[src/rtl/clock_divider.sv]
// Multi-channel programmable tick / divided-clock generator.
// Define CLOCK_CYCLE_CNT_EN to add the per-channel o_cycles rising-edge counter.
module clock_divider #(
  parameter int unsigned N_CH    = 2,
  parameter int unsigned DIV_W   = 16,
  parameter int unsigned DEF_DIV = 9,
  parameter logic        RST_LVL = 1'b0
`ifdef CLOCK_CYCLE_CNT_EN
  ,
  parameter int unsigned CNT_W   = 8
`endif
) (
  input  logic                    i_clk,
  input  logic                    i_reset,
  input  logic [N_CH-1:0]         i_en,
  input  logic                    i_sync,
  input  logic [N_CH*DIV_W-1:0]   i_div,
  output logic [N_CH-1:0]         o_tick,
  output logic [N_CH-1:0]         o_clk
`ifdef CLOCK_CYCLE_CNT_EN
  ,
  output logic [N_CH*CNT_W-1:0]   o_cycles
`endif
);

  localparam int unsigned DW = DIV_W;

  logic [DW-1:0]   cnt_q [N_CH];
  logic [DW-1:0]   cnt_d [N_CH];
  logic [DW-1:0]   div_q [N_CH];
  logic [DW-1:0]   div_d [N_CH];
  logic [N_CH-1:0] clk_q, clk_d;
  logic [N_CH-1:0] tick_q, tick_d;

`ifdef CLOCK_CYCLE_CNT_EN
  logic [CNT_W-1:0] cyc_q [N_CH];
  logic [CNT_W-1:0] cyc_d [N_CH];
`endif

  // Per-channel next state: sync beats enable; div is only resampled at rollover.
  always_comb begin
    for (int c = 0; c < N_CH; c++) begin
      cnt_d[c]  = cnt_q[c];
      div_d[c]  = div_q[c];
      clk_d[c]  = clk_q[c];
      tick_d[c] = 1'b0;
`ifdef CLOCK_CYCLE_CNT_EN
      cyc_d[c]  = cyc_q[c];
`endif
      if (i_sync) begin
        cnt_d[c] = '0;
        div_d[c] = i_div[c*DW +: DW];
        clk_d[c] = RST_LVL;
`ifdef CLOCK_CYCLE_CNT_EN
        cyc_d[c] = '0;
`endif
      end else if (i_en[c]) begin
        if (cnt_q[c] == div_q[c]) begin
          cnt_d[c]  = '0;
          div_d[c]  = i_div[c*DW +: DW];
          clk_d[c]  = ~clk_q[c];
          tick_d[c] = 1'b1;
`ifdef CLOCK_CYCLE_CNT_EN
          if (!clk_q[c]) begin
            cyc_d[c] = cyc_q[c] + CNT_W'(1);
          end
`endif
        end else begin
          cnt_d[c] = cnt_q[c] + DW'(1);
        end
      end
    end
  end

  always_ff @(posedge i_clk or posedge i_reset) begin
    if (i_reset) begin
      for (int c = 0; c < N_CH; c++) begin
        cnt_q[c] <= '0;
        div_q[c] <= DW'(DEF_DIV);
`ifdef CLOCK_CYCLE_CNT_EN
        cyc_q[c] <= '0;
`endif
      end
      clk_q  <= {N_CH{RST_LVL}};
      tick_q <= '0;
    end else begin
      for (int c = 0; c < N_CH; c++) begin
        cnt_q[c] <= cnt_d[c];
        div_q[c] <= div_d[c];
`ifdef CLOCK_CYCLE_CNT_EN
        cyc_q[c] <= cyc_d[c];
`endif
      end
      clk_q  <= clk_d;
      tick_q <= tick_d;
    end
  end

  assign o_tick = tick_q;
  assign o_clk  = clk_q;

`ifdef CLOCK_CYCLE_CNT_EN
  always_comb begin
    o_cycles = '0;
    for (int c = 0; c < N_CH; c++) begin
      o_cycles[c*CNT_W +: CNT_W] = cyc_q[c];
    end
  end
`endif

endmodule

[config.mk]
export PLATFORM = sky130hd
export DESIGN_NAME = clock_divider
export DESIGN_NICKNAME = d
export VERILOG_FILES = /design/src/rtl/clock_divider.sv
export SDC_FILE = /design/constraint.sdc
export NUM_CORES = 1
export LEC_CHECK = 0
export BUFFER_PORTS_ARGS = -buffer_cell sky130_fd_sc_hd__buf_2
export CAP_MARGIN = 40
export CORE_MARGIN = 2
export CORE_UTILIZATION = 35
export DETAILED_ROUTE_END_ITERATION = 16
export GPL_TIMING_DRIVEN = 0
export PLACE_DENSITY = 0.56
export SLEW_MARGIN = 15
export SYNTH_ARGS = -nofsm -noshare
export SYNTH_HDL_FRONTEND = slang
export SYNTH_SLANG_ARGS = --single-unit
[constraint.sdc]
create_clock -name i_clk -period 6.29 [get_ports i_clk]
set_input_delay 1.5725 -clock i_clk [delete_from_list [all_inputs] [get_ports i_clk]]
set_output_delay 1.5725 -clock i_clk [all_outputs]
set_load 0.05 [all_outputs]
# After elaboration in Yosys (flattened, before gate mapping)
# Index checks and enable logic that the tools add are counted.
dict set report word_totals {
  word_cells 43
  out_inout_bits 4
  ff_bits 68
  inputBits 37
}
dict set report classes {
  eq_ne 2
  n_reduce_logical 6
  mux 24
  n_bitwise 2
  add_sub_neg 2
}
# operator count
set op_table {}
lappend op_table {{$mux 16} 12}
lappend op_table {{$add 16x1->16 const B} 2}
lappend op_table {{$eq 16x16->1} 2}
lappend op_table {{$mux 1} 12}
lappend op_table {{$reduce_bool 2->1} 4}
lappend op_table {{$reduce_and 2->1} 2}
lappend op_table {{$not 1->1} 2}

# Depth between registers and ports, before layout
dict set report depth {
  word_depth 4
  ltp_mapped 9
  depth_no_buf 6
}

# Worst setup path after synthesis
# Ideal clock, no wire load.
dict set report synth_path {
  kind {input to register}
  from {in i_en[1]}
  to {reg div_q[1] (netlist name)}
  arrival_ns 2.788
  setup_ns 0.125
  path_buffers 3
  path_stages 6
  slack_ns 3.377
  required_time_ns 6.165
  cell_sequence {clkbuf_1 -> clkinv_1 -> o21bai_1 -> buf_4 -> buf_6 -> mux2_2}
}
dict set report synth_via {
  elab_chain_cells 2
}
# item line
set synth_rtl {}
lappend synth_rtl {{start, declared} 15} ;# input logic [N_CH-1:0] i_en,
lappend synth_rtl {{$reduce_bool 2->1 (no source line)} -}
lappend synth_rtl {{$reduce_and 2->1 (no source line)} -}
lappend synth_rtl {{end signal, assigned by index} 79} ;# div_q[c] <= DW'(DEF_DIV);
lappend synth_rtl {{end signal, assigned by index} 89} ;# div_q[c] <= div_d[c];
lappend synth_rtl {{end, declared} 30} ;# logic [DW-1:0] div_q [N_CH];
# Every way passes these cells.
# A chain may end at the register's enable or synchronous reset.

# Worst setup path in the final report
# Ends and elaborated chain as after synthesis.

==> results.yml <==
outcome:
  status: "finished, final reports clean"
timing:
  fmax_mhz: 352
  clock-skew-final_ps: 15.7
  slew_headroom_pct: 63.7
  min_period_over_period_pct: 45.2
  fin_crit_ps: 2840
  setup_viol: 0
  tightest_slew_ps: 540
  finalSetupTns_ps: 0
  final_hold_viol_count: 0
  rsz0062_at_grt: "false"
  drv_slew: 0
floorplan:
  rows: 35
  start_util_pct: 35.9
  chipHeight_um: 101
  ioPinCount: 41
  die_width_um: 101
  die_area_um2: 10200
  core_area_um2: 9200
critical_path:
  cp_top_family: "buffers and inverters"
  start_kind: "input port"
  slowest_stage: "mux2_2"
  end_kind: "flop"
  worstPathRequired_ps: 6520
  critPathBufInv: 4
  cp.arrival_ps: 3080
  path_class: "input port to flop"
  crit_chain: "clkbuf_1 > clkinv_1 > o21bai_1 > buf_4 > buf_6 > mux2_2"
  crit_path_max_incr_delay_ps: 340
  crit_path_max_fanout: 10
worst_hold_path:
  hp-class: "flop to flop"
cts:
  cts_num_sinks: 68
  cts_buffers: 9
  cts-htree-levels: 3
  cts_resized: 0
  clockBufferDepth: 2
  cts_tree: "yes"
  clkLatencyLatePin_ps: 360
  root_buffer: "clkbuf_8"
  path_clk_slew_ps: 70
  cts_setup_buffers: 0
  postCtsHoldBufs: 0
place:
  dp_hpwl_mm: 4.78
  portBuffers: 39
  gp_routability_congestion: 0.787
logic_synthesis:
  yosysWarnings: 0
  synth_cell_type_count: 39
  synth-seq-cells: 68
  ys.flop_type: "dfrtp_1"
  syn_nets: 329
  synthCells: 290
  syn_avg_cell_area_um2: 11.4
  synthArstFlopShare_pct: 100
  synth_edf_count: 0
  synth-seq-area-share_pct: 51.6
  synth_area_um2: 3300
global_routing:
  grtUsageMet2_pct: 20.1
  grt_pass1_wl_mm: 11.1
  grt_max_degree: 43
  first_global_vias: 2256
  met1_usage_pct: 20.7
  grt-ovfl-total: 0
  grt.busiest_layer: "met1"
  antenna_found_initial: 0
  grt.total_usage_pct: 14.4
  grtUsageMet3_pct: 3.11
run:
  cap_viol_max_count: 0
route:
  drt-initial-drc-count: 73
  via_per_inst: 4.93
  post-route-drc-count: 0
  antenna_left: 0
  wl_per_cell_um: 14.3
  drt_wl_total_mm: 6.54
  vias: 2249
  firstDrtPassIters: 4
power_and_ir_drop:
  power_leakage_uw: 0.00174
  power-per-cell-area_nw_per_um2: 240
  peakVddDrop_mv: 0.0798
layout:
  nFillCells: 916
  area_delta_synth_final_pct: 16.7
  n_antenna_cell: 0
  nNetsFinal: 380
  drive_above_1_share_pct: 29.9
  fin_util_pct: 41.9
==> worst reg2reg max path: stages, from the launching register on <==
cell      delay (ps)
dfrtp_1          440
xor2_1           160
nor4_1           430
nand4_2          300
o21bai_2         240
buf_6            180
mux2_2           340
==> stage by stage <==
stage	instances	hold slack [ps]	setup slack (ps)	power (uW)	cell area, um^2
final	456	527	3450	927	3850
after global routing	456	542	3310	972	3850
after CTS	456	534	3450	939	3850
after detailed placement	441	517	3060	576	3660
after floorplan	290	501	3010	543	3300
after global placement	440	511	2070	572	3640
==> layer usage <==
| layer | vias up | part of all wire [%] |
|---|---|---|
| met2 | 32 | 44 |
| met3 | 11 | 3.3 |
| li1 | 1106 | - |
| met5 | - | 0 |
| met1 | 1100 | 50 |
| met4 | 0 | 2.5 |
==> worst paths after layout <==
kind                       cells after the start  slack, ps             startpoint                    end
hold reg to reg                                1        530  div_q[13]$_DFFE_PP0P_  div_q[13]$_DFFE_PP0P_
min in group asynchronous                      2       1190                i_reset  div_q[26]$_DFFE_PP0P_
setup / recovery                               6       3450                i_en[1]   div_q[1]$_DFFE_PP0P_
setup reg to reg                               6       4080  cnt_q[20]$_DFFE_PP0P_  div_q[28]$_DFFE_PP0P_
max in group asynchronous                      3       4500                i_reset   div_q[0]$_DFFE_PP1P_
hold / removal                                 1        530  div_q[13]$_DFFE_PP0P_  div_q[13]$_DFFE_PP0P_
==> cell families after synthesis <==
kind of cell / after synthesis / synth area share, %
AND/OR/NAND/NOR: 94 / 14.3
multiplexers: 33 / 11.2
flip-flops: 68 / 51.6
adder cells (fa/ha/maj): 2 / 0.757
XOR/XNOR: 56 / 14.8
AO/OA/AOI/OAI: 20 / 4.09
buffers and inverters: 17 / 3.18
==> area by class of cell <==
class	count	area, um^2	area share, %
Timing Repair Buffer	40	215	5.58
Sequential cell	68	1710	44.3
Clock buffer	13	159	4.12
Inverter	5	21.3	0.552
Buffer	12	86.3	2.24
Tap cell	111	139	3.60
Clock inverter	2	35.0	0.909
Multi-Input combinational cell	205	1490	38.7
==> placed cells by master (no fill, tap or decap), types with 6 or more instances in the layout <==
cell type,instances
a21oi_1,6
buf_2,40
clkbuf_8,11
dfrtp_1,64
mux2_2,31
nand2_1,16
nand3_1,11
nand4_1,6
nor2_1,33
nor4_1,10
xnor2_1,10
xor2_1,46
==> report_power, final <==
| group | switching, uW | internal, uW |
|---|---|---|
| Combinational | 40.8 | 44.5 |
| Clock | 159 | 202 |
| Sequential | 18.1 | 462 |
| Total | 218 | 709 |
==> sequential cells by signal (all words and copies together), names as in the netlist <==
register	cells
cnt_q	32
div_q	32
o_clk	2
o_tick	2
==> cells in the mapped netlist (2+ instances only) <==
cell / number / area (um^2)
a21oi_1: 6 / 30.0
a22oi_1: 2 / 15.0
and4_1: 3 / 26.3
buf_4: 4 / 30.0
buf_6: 3 / 33.8
clkbuf_1: 2 / 7.51
clkbuf_2: 2 / 10.0
dfrtp_1: 64 / 1600
dfstp_2: 4 / 105
ha_1: 2 / 25.0
inv_1: 4 / 15.0
mux2_2: 31 / 349
nand2_1: 16 / 60.1
nand3_1: 11 / 55.1
nand3b_1: 2 / 15.0
nand4_1: 6 / 37.5
nor2_1: 33 / 124
nor3_1: 5 / 25.0
nor4_1: 10 / 62.6
o2111ai_1: 3 / 26.3
o21ai_0: 4 / 20.0
or3_1: 2 / 12.5
xnor2_1: 10 / 87.6
xor2_1: 46 / 403
(Power assumes the default switching activity.)
